==> config.mk <==
export PLATFORM = sky130hd
export DESIGN_NAME = fetch_stage
export DESIGN_NICKNAME = d
export VERILOG_FILES = /design/src/rtl/fetch_stage.sv
export SDC_FILE = /design/constraint.sdc
export NUM_CORES = 1
export LEC_CHECK = 0
export BUFFER_PORTS_ARGS = -buffer_cell sky130_fd_sc_hd__buf_2
export CORE_MARGIN = 1
export CORE_UTILIZATION = 30
export DETAILED_ROUTE_END_ITERATION = 8
export HOLD_SLACK_MARGIN = 0.1
export PLACE_DENSITY = 0.57
export SETUP_SLACK_MARGIN = 0.15
export SLEW_MARGIN = 40
export SYNTH_ARGS = -nofsm -noshare
export SYNTH_HDL_FRONTEND = slang
export SYNTH_SLANG_ARGS = --single-unit
==> constraint.sdc <==
create_clock -name i_clk -period 4.1 [get_ports i_clk]
set_input_delay 0.82 -clock i_clk [delete_from_list [all_inputs] [get_ports i_clk]]
set_output_delay 0.82 -clock i_clk [all_outputs]
set_load 0.005 [all_outputs]
==> src/rtl/fetch_stage.sv <==
// ----------------------------------------------------------------------------
// fetch_stage
// Instruction-fetch stage plus IF/ID pipeline register. Holds the program
// counter, presents it as the instruction-memory read address, and latches
// the returned instruction for the downstream controller. The controller's
// pccontrol/flush outputs redirect the PC, squash wrong-path fetches and halt.
//
// Ports:
//   i_clk           clock, all state updates on the rising edge
//   i_reset         synchronous active-high reset
//   i_stall         freeze PC and IF/ID register
//   i_pccontrol     PC select for the instruction held in o_instr
//   i_flush         squash the instruction being fetched this cycle
//   i_branch_offset signed relative-branch offset
//   i_jump_target   absolute jump target
//   o_imem_addr     instruction-memory address (the PC register)
//   i_imem_data     instruction at o_imem_addr, same cycle
//   o_instr         IF/ID instruction register
//   o_instr_pc      address o_instr was fetched from
//   o_prev_instr    previous value of o_instr
//   o_instr_valid   0 while o_instr holds a reset/flush bubble
//   o_halted        sticky halt flag
// ----------------------------------------------------------------------------
module fetch_stage #(
   parameter logic [7:0] RESET_PC  = 8'h00,
   parameter logic [7:0] NOP_INSTR = 8'h00
) (
   input  logic       i_clk,
   input  logic       i_reset,
   input  logic       i_stall,
   input  logic [2:0] i_pccontrol,
   input  logic       i_flush,
   input  logic [7:0] i_branch_offset,
   input  logic [7:0] i_jump_target,
   output logic [7:0] o_imem_addr,
   input  logic [7:0] i_imem_data,
   output logic [7:0] o_instr,
   output logic [7:0] o_instr_pc,
   output logic [7:0] o_prev_instr,
   output logic       o_instr_valid,
   output logic       o_halted
);

   logic [7:0] r_pc;
   logic [7:0] r_instr;
   logic [7:0] r_instr_pc;
   logic [7:0] r_prev_instr;
   logic       r_instr_valid;
   logic       r_halted;

   logic       w_halt_req;
   logic       w_redirect;
   logic       w_squash;
   logic [7:0] w_next_pc;

   // Decode controller requests; a bubble in IF/ID never redirects, halts or flushes.
   always_comb begin
      w_halt_req = 1'b0;
      w_redirect = 1'b0;
      w_next_pc  = r_pc + 8'd1;
      w_squash   = r_instr_valid & i_flush;
      if (r_instr_valid) begin
         case (i_pccontrol)
            3'b001: begin
               // 8-bit add of the two's-complement offset wraps silently
               w_redirect = 1'b1;
               w_next_pc  = r_instr_pc + i_branch_offset;
            end
            3'b010: begin
               w_redirect = 1'b1;
               w_next_pc  = i_jump_target;
            end
            3'b011: begin
               w_halt_req = 1'b1;
            end
            default: begin
               // sequential and reserved encodings both advance by one
               w_next_pc = r_pc + 8'd1;
            end
         endcase
      end else begin
         w_halt_req = 1'b0;
      end
   end

   // PC and IF/ID register update in priority order: reset, halted, halt, stall, fetch.
   always_ff @(posedge i_clk) begin
      if (i_reset) begin
         r_pc          <= RESET_PC;
         r_instr       <= NOP_INSTR;
         r_instr_pc    <= RESET_PC;
         r_prev_instr  <= NOP_INSTR;
         r_instr_valid <= 1'b0;
         r_halted      <= 1'b0;
      end else if (r_halted) begin
         r_halted <= 1'b1;
      end else if (w_halt_req) begin
         // halt beats stall; the halting instruction is replaced by a bubble
         r_halted      <= 1'b1;
         r_prev_instr  <= r_instr;
         r_instr       <= NOP_INSTR;
         r_instr_valid <= 1'b0;
      end else if (i_stall) begin
         // holding instr makes the controller re-present any pending redirect
         r_halted <= 1'b0;
      end else begin
         r_pc         <= w_next_pc;
         r_prev_instr <= r_instr;
         r_instr_pc   <= r_pc;
         if (w_squash) begin
            r_instr       <= NOP_INSTR;
            r_instr_valid <= 1'b0;
         end else begin
            r_instr       <= i_imem_data;
            r_instr_valid <= 1'b1;
         end
      end
   end

   assign o_imem_addr   = r_pc;
   assign o_instr       = r_instr;
   assign o_instr_pc    = r_instr_pc;
   assign o_prev_instr  = r_prev_instr;
   assign o_instr_valid = r_instr_valid;
   assign o_halted      = r_halted;

   // w_redirect documents decode intent; the next-PC mux already carries its effect
   logic w_unused;
   assign w_unused = w_redirect;

endmodule

**Word-level counts from Yosys, hierarchy flattened**

Cells that the tools add are included.
Widths: inputs -> output; s select.

- ROM bits: 0
- Output and inout bits: 34
- Latch bits: 0
- Bits in writable memories: 0
- Logic and storage cells: 32
- Memories kept: 0
- Register bits after elaboration: 34

- Div/mod/pow operators: 0
- Muxes and demuxes: 14
- $mul: 0
- Reduce and logical (&&, ||, !) cells: 2
- Add/subtract/negate cells: 2
- Magnitude comparators: 0
- Shift operators: 0
- Eq/ne operators: 4
- Bitwise operators: 4

Operator list:

| kind | count |
|---|---|
| $mux 8 | 6 |
| $pmux 8 s2 | 1 |
| $add 8x1->8 const B | 1 |
| $add 8x8->8 | 1 |
| $mux 1 | 7 |
| $eq 3x2->1 const B | 2 |
| $eq 3x1->1 const B | 1 |
| $not 1->1 | 3 |
| $reduce_and 3->1 | 1 |
| $ne 2x1->1 const B | 1 |
| $reduce_and 2->1 | 1 |
| $and 1x1->1 | 1 |

**Logic depth before layout (Yosys ltp)**

Gate-level depths: netlist of the first run.

- Word-level depth: 5
- Gate-level depth with buffers: 7
- Depth with buffers taken out: 7

**Least setup slack after synthesis of the first run**

No wires, ideal clock.

- Kind: input to register
- From: input i_branch_offset[0]
- To: register r_pc[6], in the netlist o_imem_addr[6]
- Cell stages on the path: 7
- Arrival: 2.149 ns
- Slack: 1.877 ns
- Required time: 4.026 ns
- Setup time: 0.074 ns
- Buffers on the path: 0
- Path through: ha_1 fa_1 a211oi_1 o21bai_1 a21oi_1 nand4_1 a31oi_1

- Word-level cells in the longest chain between the ends: 3

Ends and longest elaborated chain:

| item | RTL line | text |
|---|---|---|
| start: declaration | 33 | `input logic [7:0] i_branch_offset,` |
| $add 8x8->8 | 67 | `w_next_pc = r_instr_pc + i_branch_offset;` |
| $pmux 8 s2 | 63 | `case (i_pccontrol)` |
| $mux 8 | 62 | `if (r_instr_valid) begin` |
| end signal: assignment | 107 | `r_pc <= w_next_pc;` |
| end: declaration | 44 | `logic [7:0] r_pc;` |

No other way between the ends.
A chain may end at the register's enable or synchronous reset.

**Final worst setup path of the first run**

- From: input i_pccontrol[0]
- To: register r_instr[6], in the netlist o_instr[6]

- Word-level cells in the longest chain between the ends: 5

Ends and longest elaborated chain:

| item | RTL line | text |
|---|---|---|
| start: declaration | 31 | `input logic [2:0] i_pccontrol,` |
| $eq 3x2->1 (*) | 63 |  |
| $mux 1 (*) | 63 |  |
| $mux 1 (*) | 62 |  |
| $ne 2x1->1 (no line) | -- |  |
| $reduce_and 2->1 (no line) | -- |  |
| end signal: assignment | 114 | `r_instr <= i_imem_data;` |
| end: declaration | 45 | `logic [7:0] r_instr;` |

Mark *: on every way between the ends. The rest lies on a longest branch, timed or not.

==> flow_metrics.env, run 1 <==
export IMPL_outcome="finished clean"
export IMPL_finalWirelength_mm=4.94
export IMPL_min_path_cells=2
export IMPL_crit_path_start_kind="input pin"
export IMPL_final_min_clock_period_ns=2.36
export IMPL_antenna_cells=0
export IMPL_cp_num_buf_inv=1
export IMPL_hold_class="flop to flop"
export IMPL_fin_nets=320
export IMPL_grt_remaining_overflow=0
export IMPL_leakage_uw=0.000990
export IMPL_worst_path_max_delay_cell="a21oi_1"
export IMPL_ctsRootBufferMaster="clkbuf_8"
export IMPL_crit_fanout=15
export IMPL_cp_arrival_ns=2.59
export IMPL_setup_viol=0
export IMPL_cts_hold_buf=0
export IMPL_hold_start="o_prev_instr[0]"
export IMPL_grt_antenna_before_repair=0
export IMPL_drtAntennaViolNets=0
export IMPL_via_per_inst=5.08
export IMPL_rows=27
export IMPL_grt_pass1_wl_mm=7.91
export IMPL_core_area_sq_um=5570
export IMPL_globalplace_congestion=0.789
export IMPL_clockBufferDepth=2
export IMPL_post_dp_hpwl_mm=3.50
export IMPL_start_util_pct=31.5
export IMPL_ys_types=42
export IMPL_cts_buffers=5
export IMPL_r2r_end="o_instr[6]"
export IMPL_vias=1793
export IMPL_clock_latency_ns=0.29
export IMPL_cts_tree="built"
export IMPL_cp_top_family="compound AO/OA/AOI/OAI gates"
export IMPL_fin_crit_sh_pct=57.6
export IMPL_drt_iter0_drc=89
export IMPL_final_setup_tns_ns=0
export IMPL_grt_max_degree=37
export IMPL_drcViolationCount=0
export IMPL_portBuffers=64
export IMPL_tightest_slew_ns=0.787
export IMPL_fmax_mhz=423
export IMPL_area_growth_pct=26.9
export IMPL_final_util_pct=39.9
export IMPL_path_cells="buf_2 -> nand4b_1 -> nand2_1 -> a21oi_1 -> a22oi_1 -> nor2_1"
export IMPL_ys_warn_count=0
export IMPL_maxSlewViolCount=0
export IMPL_power_density_nw_per_um2=335
export IMPL_crit_path_max_incr_delay_ns=0.75
export IMPL_async_flop_share_pct=0
export IMPL_worst_hold_path_endpoint="o_prev_instr[0]"
export IMPL_cp_required_ns=4.33
export IMPL_synth_edff_count=0
export IMPL_grtUsageTotal_pct=16.5
export IMPL_ys_ff_latch=34
export IMPL_rr_startpoint="o_instr_valid"
export IMPL_wire_per_inst_um=14.0
export IMPL_cts_sinks=34
export IMPL_drive_above_1_share_pct=27.4
export IMPL_htreeDepth=2
export IMPL_synth_yosys_seq_area_share_pct=38.8
export IMPL_avgSynthCellArea_sq_um=8.08
export IMPL_maxCapViolations=0
export IMPL_relSlewSlack_pct=47.5
export IMPL_ir_drop_mv=0.124
export IMPL_r2r_slack_ns=2.01
export IMPL_grt_pass1_vias=1544
export IMPL_clock_skew_ns=0.00451
export IMPL_synthCells=217
export IMPL_path_class="input pin to flop"
export IMPL_cp_end_kind="flop"
export IMPL_syn_cell_area_sq_um=1750
export IMPL_worstRegToRegCells=5
export IMPL_ys_flop_type="dfxtp_1"
export IMPL_first_pass_iters=4
export IMPL_hold_violations=0
export IMPL_die_area_sq_um=6160
export IMPL_grt_setup_unrepaired="no"
export IMPL_die_w_um=78.5
export IMPL_cts_setup_buffers=0
export IMPL_die_h_um=78.5
export IMPL_post_cts_resized=0
export IMPL_synth_nets=257
export IMPL_io_pin_count=65
export IMPL_clkSlewWorstSetupHoldPaths_ns=0.07
export IMPL_fillers=611
[final cells by class]
cell class	count	area (sq um)	share of cell area, %
multi-input cells	173	1030	46.4
inverters	2	7.51	0.337
well taps	72	90.1	4.05
repair buffers	64	320	14.4
flip-flops and latches	34	681	30.6
clock buffers	6	82.6	3.71
clock inverters	2	12.5	0.562
[worst max-delay path by stage]
stage / start / endpoint / slack [ns] / cells after the start
after floorplan: i_branch_offset[0] / o_imem_addr[6] / 1.88 / 7
after global placement: i_pccontrol[0] / o_instr[7] / 1.51 / 6
after detailed placement: i_pccontrol[0] / o_instr[2] / 1.44 / 6
after CTS: i_pccontrol[0] / o_instr[7] / 1.73 / 6
after global routing: i_pccontrol[1] / o_instr[7] / 1.53 / 6
final: i_pccontrol[0] / o_instr[6] / 1.74 / 6
[registers in the layout, summed over array words and instances, names as in the netlist]
signal and cells:
o_instr 8, o_instr_pc 8, o_prev_instr 8, o_halted 1
o_instr_valid 1, o_imem_addr 8
[layout by cell type, fill, tap and decap left out, types with 2 or more instances in the layout]
cell      Yosys  layout
inv_1         2       2
xnor2_1       5       5
and3_1        3       3
a21oi_1      30      30
or3_1         2       2
and2_1        2       2
or4_1         2       2
o21ai_1       3       3
ha_1          8       8
buf_2         3      64
a21o_1        5       5
a211oi_1      5       5
nand4_1       3       3
nor2_1       21      21
clkbuf_8      0       6
a221oi_1      2       2
nand2_1      39      39
o21ai_0       6       6
a22oi_1      12      12
dfxtp_1      34      34
o221ai_1      2       2
nand3_1       3       3
[cells by family after synthesis]
| logic type | count (synthesis) | synth area share (%) |
|---|---|---|
| fa+ha+maj | 9 | 6.85 |
| xor+xnor | 6 | 3.00 |
| compound gates | 73 | 26.5 |
| simple gates | 85 | 22.5 |
| buf+inv | 10 | 2.35 |
| flops | 34 | 38.8 |
[per-stage QoR]
stage / hold WS (ns) / area, sq um / total power [uW] / cells / setup WS, ns
after floorplan: 0.453 / 1750 / 435 / 217 / 1.88
after global placement: 0.443 / 2130 / 485 / 345 / 1.51
after detailed placement: 0.443 / 2130 / 485 / 345 / 1.44
after CTS: 0.453 / 2230 / 750 / 353 / 1.73
after global routing: 0.479 / 2230 / 782 / 353 / 1.53
final: 0.452 / 2230 / 746 / 353 / 1.74
[power by group]
group	switching, uW	internal [uW]
clock	134	135
combinational	63.3	51.2
sequential	17.1	345
total	215	532
[synth_stat cells, types with 5 or more instances]
master / number / area share [%]
xnor2_1: 5 / 2.5
a21oi_1: 30 / 8.6
clkbuf_1: 5 / 1.1
o21ai_0: 6 / 1.7
nand2_1: 39 / 8.3
a211oi_1: 5 / 2.1
a22oi_1: 12 / 5.1
ha_1: 8 / 5.7
dfxtp_1: 34 / 39
nor2_1: 21 / 4.5
a21o_1: 5 / 2.1
[metal layers]
| layer | wire, um | vias to the layer above | global-route usage [%] |
|---|---|---|---|
| met5 | 0 | - | 0 |
| met4 | 69 | 0 | 5.56 |
| met3 | 230 | 5 | 3.95 |
| met2 | 2220 | 44 | 24.8 |
| met1 | 2420 | 831 | 22.9 |
| li1 | - | 913 | - |
[worst min-delay path, cell delays in order (launching register included)]
cell	delay, ns
dfxtp_1	0.31
nand2_1	0.05
a21oi_1	0.05
Note: power is estimated with default switching activity, not from simulation.
==> inputs of run 2 (changes only) <==
--- a/config.mk
+++ b/config.mk
@@ -10,7 +10,7 @@
 export CORE_UTILIZATION = 30
 export DETAILED_ROUTE_END_ITERATION = 8
 export HOLD_SLACK_MARGIN = 0.1
-export PLACE_DENSITY = 0.57
+export PLACE_DENSITY = 0.59
 export SETUP_SLACK_MARGIN = 0.15
 export SLEW_MARGIN = 40
 export SYNTH_ARGS = -nofsm -noshare
==> constraint.sdc (replaced) <==
create_clock -name i_clk -period 2 [get_ports i_clk]
set_input_delay 0.4 -clock i_clk [delete_from_list [all_inputs] [get_ports i_clk]]
set_output_delay 0.4 -clock i_clk [all_outputs]
set_load 0.005 [all_outputs]
==> run 2 against run 1 <==
  * Register-to-register slack lost 1.8 ns
  * Die area unchanged
  * Final area is 7.1% higher
  * Sequential cell count is the same
  * Sequential power is 100% higher
  * First-iteration DRC count decreased by 39%
  * Clock-buffer cell count is 1 lower
  * Largest power group unchanged
==> flow_metrics.env, run 2 (synthesis gave the netlist of run 1 again) <==
export IMPL_outcome="finished clean"
export IMPL_final_cell_mix="64 x buf_2, 39 x nand2_1, 33 x dfxtp_1, 28 x a21oi_1, 21 x nor2_1"
export IMPL_power_internal_uw=1200
export IMPL_antenna_cells=0
export IMPL_wire_per_inst_um=13.8
export IMPL_area_growth_pct=35.9
export IMPL_grt_antenna_before_repair=0
export IMPL_htreeDepth=2
export IMPL_power_switching_uw=429
export IMPL_hold_violations=0
export IMPL_cts_tree="built"
export IMPL_grt_max_degree=29
export IMPL_ir_drop_mv=0.245
export IMPL_die_h_um=78.5
export IMPL_maxSlewViolCount=0
export IMPL_cp_required_ns=2.20
export IMPL_globalplace_congestion=0.856
export IMPL_cts_buffers=5
export IMPL_hold_class="input pin to flop"
export IMPL_vias=1879
export IMPL_die_area_sq_um=6160
export IMPL_clkSlewWorstSetupHoldPaths_ns=0.07
export IMPL_via_per_inst=5.13
export IMPL_maxCapViolations=0
export IMPL_start_util_pct=31.5
export IMPL_clock_skew_ns=0.00481
export IMPL_fin_nets=333
export IMPL_final_area_sq_um=2380
export IMPL_first_pass_iters=4
export IMPL_core_area_sq_um=5570
export IMPL_final_min_clock_period_ns=1.82
export IMPL_clockBufferDepth=2
export IMPL_finalWirelength_mm=5.04
export IMPL_rows=27
export IMPL_grt_pass1_wl_mm=8.02
export IMPL_grt_pass1_vias=1712
export IMPL_io_pin_count=65
export IMPL_total_power_uw=1630
export IMPL_fmax_mhz=549
export IMPL_worst_hold_slack_ns=0.367
export IMPL_tightest_slew_ns=0.446
export IMPL_relSlewSlack_pct=69.9
export IMPL_drcViolationCount=0
export IMPL_grt_remaining_overflow=0
export IMPL_leakage_uw=0.00107
export IMPL_setup_viol=0
export IMPL_final_util_pct=42.8
export IMPL_drtAntennaViolNets=0
export IMPL_fin_crit_sh_pct=91.0
export IMPL_die_w_um=78.5
export IMPL_worst_slack_ns=0.180
export IMPL_crit_path_start_kind="flop"
export IMPL_cts_sinks=34
export IMPL_p_sw_share_pct=26.3
export IMPL_drive_above_1_share_pct=33.3
export IMPL_grtUsageTotal_pct=16.5
export IMPL_power_density_nw_per_um2=684
export IMPL_grt_setup_unrepaired="yes"
export IMPL_final_common_cell="buf_2"
export IMPL_p_seq_share_pct=45.1
export IMPL_cp_arrival_ns=2.02
export IMPL_portBuffers=64
export IMPL_post_dp_cell_area_sq_um=2210
export IMPL_post_dp_hpwl_mm=3.64
export IMPL_fillers=604
export IMPL_drt_iter0_drc=54
export IMPL_clock_latency_ns=0.28
export IMPL_path_class="flop to flop"
export IMPL_clkPwrFrac_pct=38.1
export IMPL_ctsRootBufferMaster="clkbuf_8"
export IMPL_crit_fanout=3
export IMPL_comb_power_share_pct=16.8
export IMPL_post_place_ws_ns=-0.0602
export IMPL_cts_hold_buf=0
export IMPL_cp_end_kind="flop"
==> run 2: stage by stage <==
stage | TNS, ns | instances
after global placement | -0.0473 | 356
after CTS | 0 | 365
after floorplan | 0 | 217
after detailed placement | -0.0602 | 356
after global routing | 0 | 366
final | 0 | 366
==> run 2: power groups by stage <==
stage                     Clock (uW)  Sequential (uW)  Combinational, uW
after global placement             0              750                262
after detailed placement           0              751                265
final                            621              736                273
after CTS                        641              735                269
after global routing             664              740                305
after floorplan                    0              753                139
==> run 2: path summary, 6_finish.rpt <==
path	from	depth (start not counted)	endpoint	slack [ns]
max	o_instr_pc[0]	8	o_imem_addr[4]	0.18
min reg2reg	o_prev_instr[0]	2	o_prev_instr[0]	0.45
min	i_imem_data[4]	3	o_instr[4]	0.37
max reg2reg	o_instr_pc[0]	8	o_imem_addr[4]	0.18
==> run 2: critical path, stage by stage (launching register included) <==
cell and delay, ns:
dfxtp_2 0.34, ha_4 0.16, fa_2 0.37, buf_4 0.15, a21o_1 0.16, a21oi_1 0.17
xnor2_1 0.13, nand2_1 0.07, a211oi_1 0.19
==> run 2: metal layers <==
metal	track usage (%)	vias to the layer above	routed length, um
met2	26.8	43	2410
li1	-	937	-
met3	3.60	6	233
met1	21.6	893	2330
met5	0	-	0
met4	5.00	0	62
==> run 2: layout make-up <==
cell class	instances	area [sq um]	share of cell area, %
multi-input combinational	173	1080	45.2
sequential	34	682	28.6
timing repair buffer	77	418	17.5
tap	72	90.1	3.78
clock buffer	5	68.8	2.89
clock inverter	3	40.0	1.68
inverter	2	7.51	0.315
==> run 2: repair_timing <==
item | 4_1_cts | 5_1_grt
resized for setup | 4 | 5
buffers inserted | 1 | 1
pin swaps | 2 | 5
setup endpoints to repair | 1 | 8
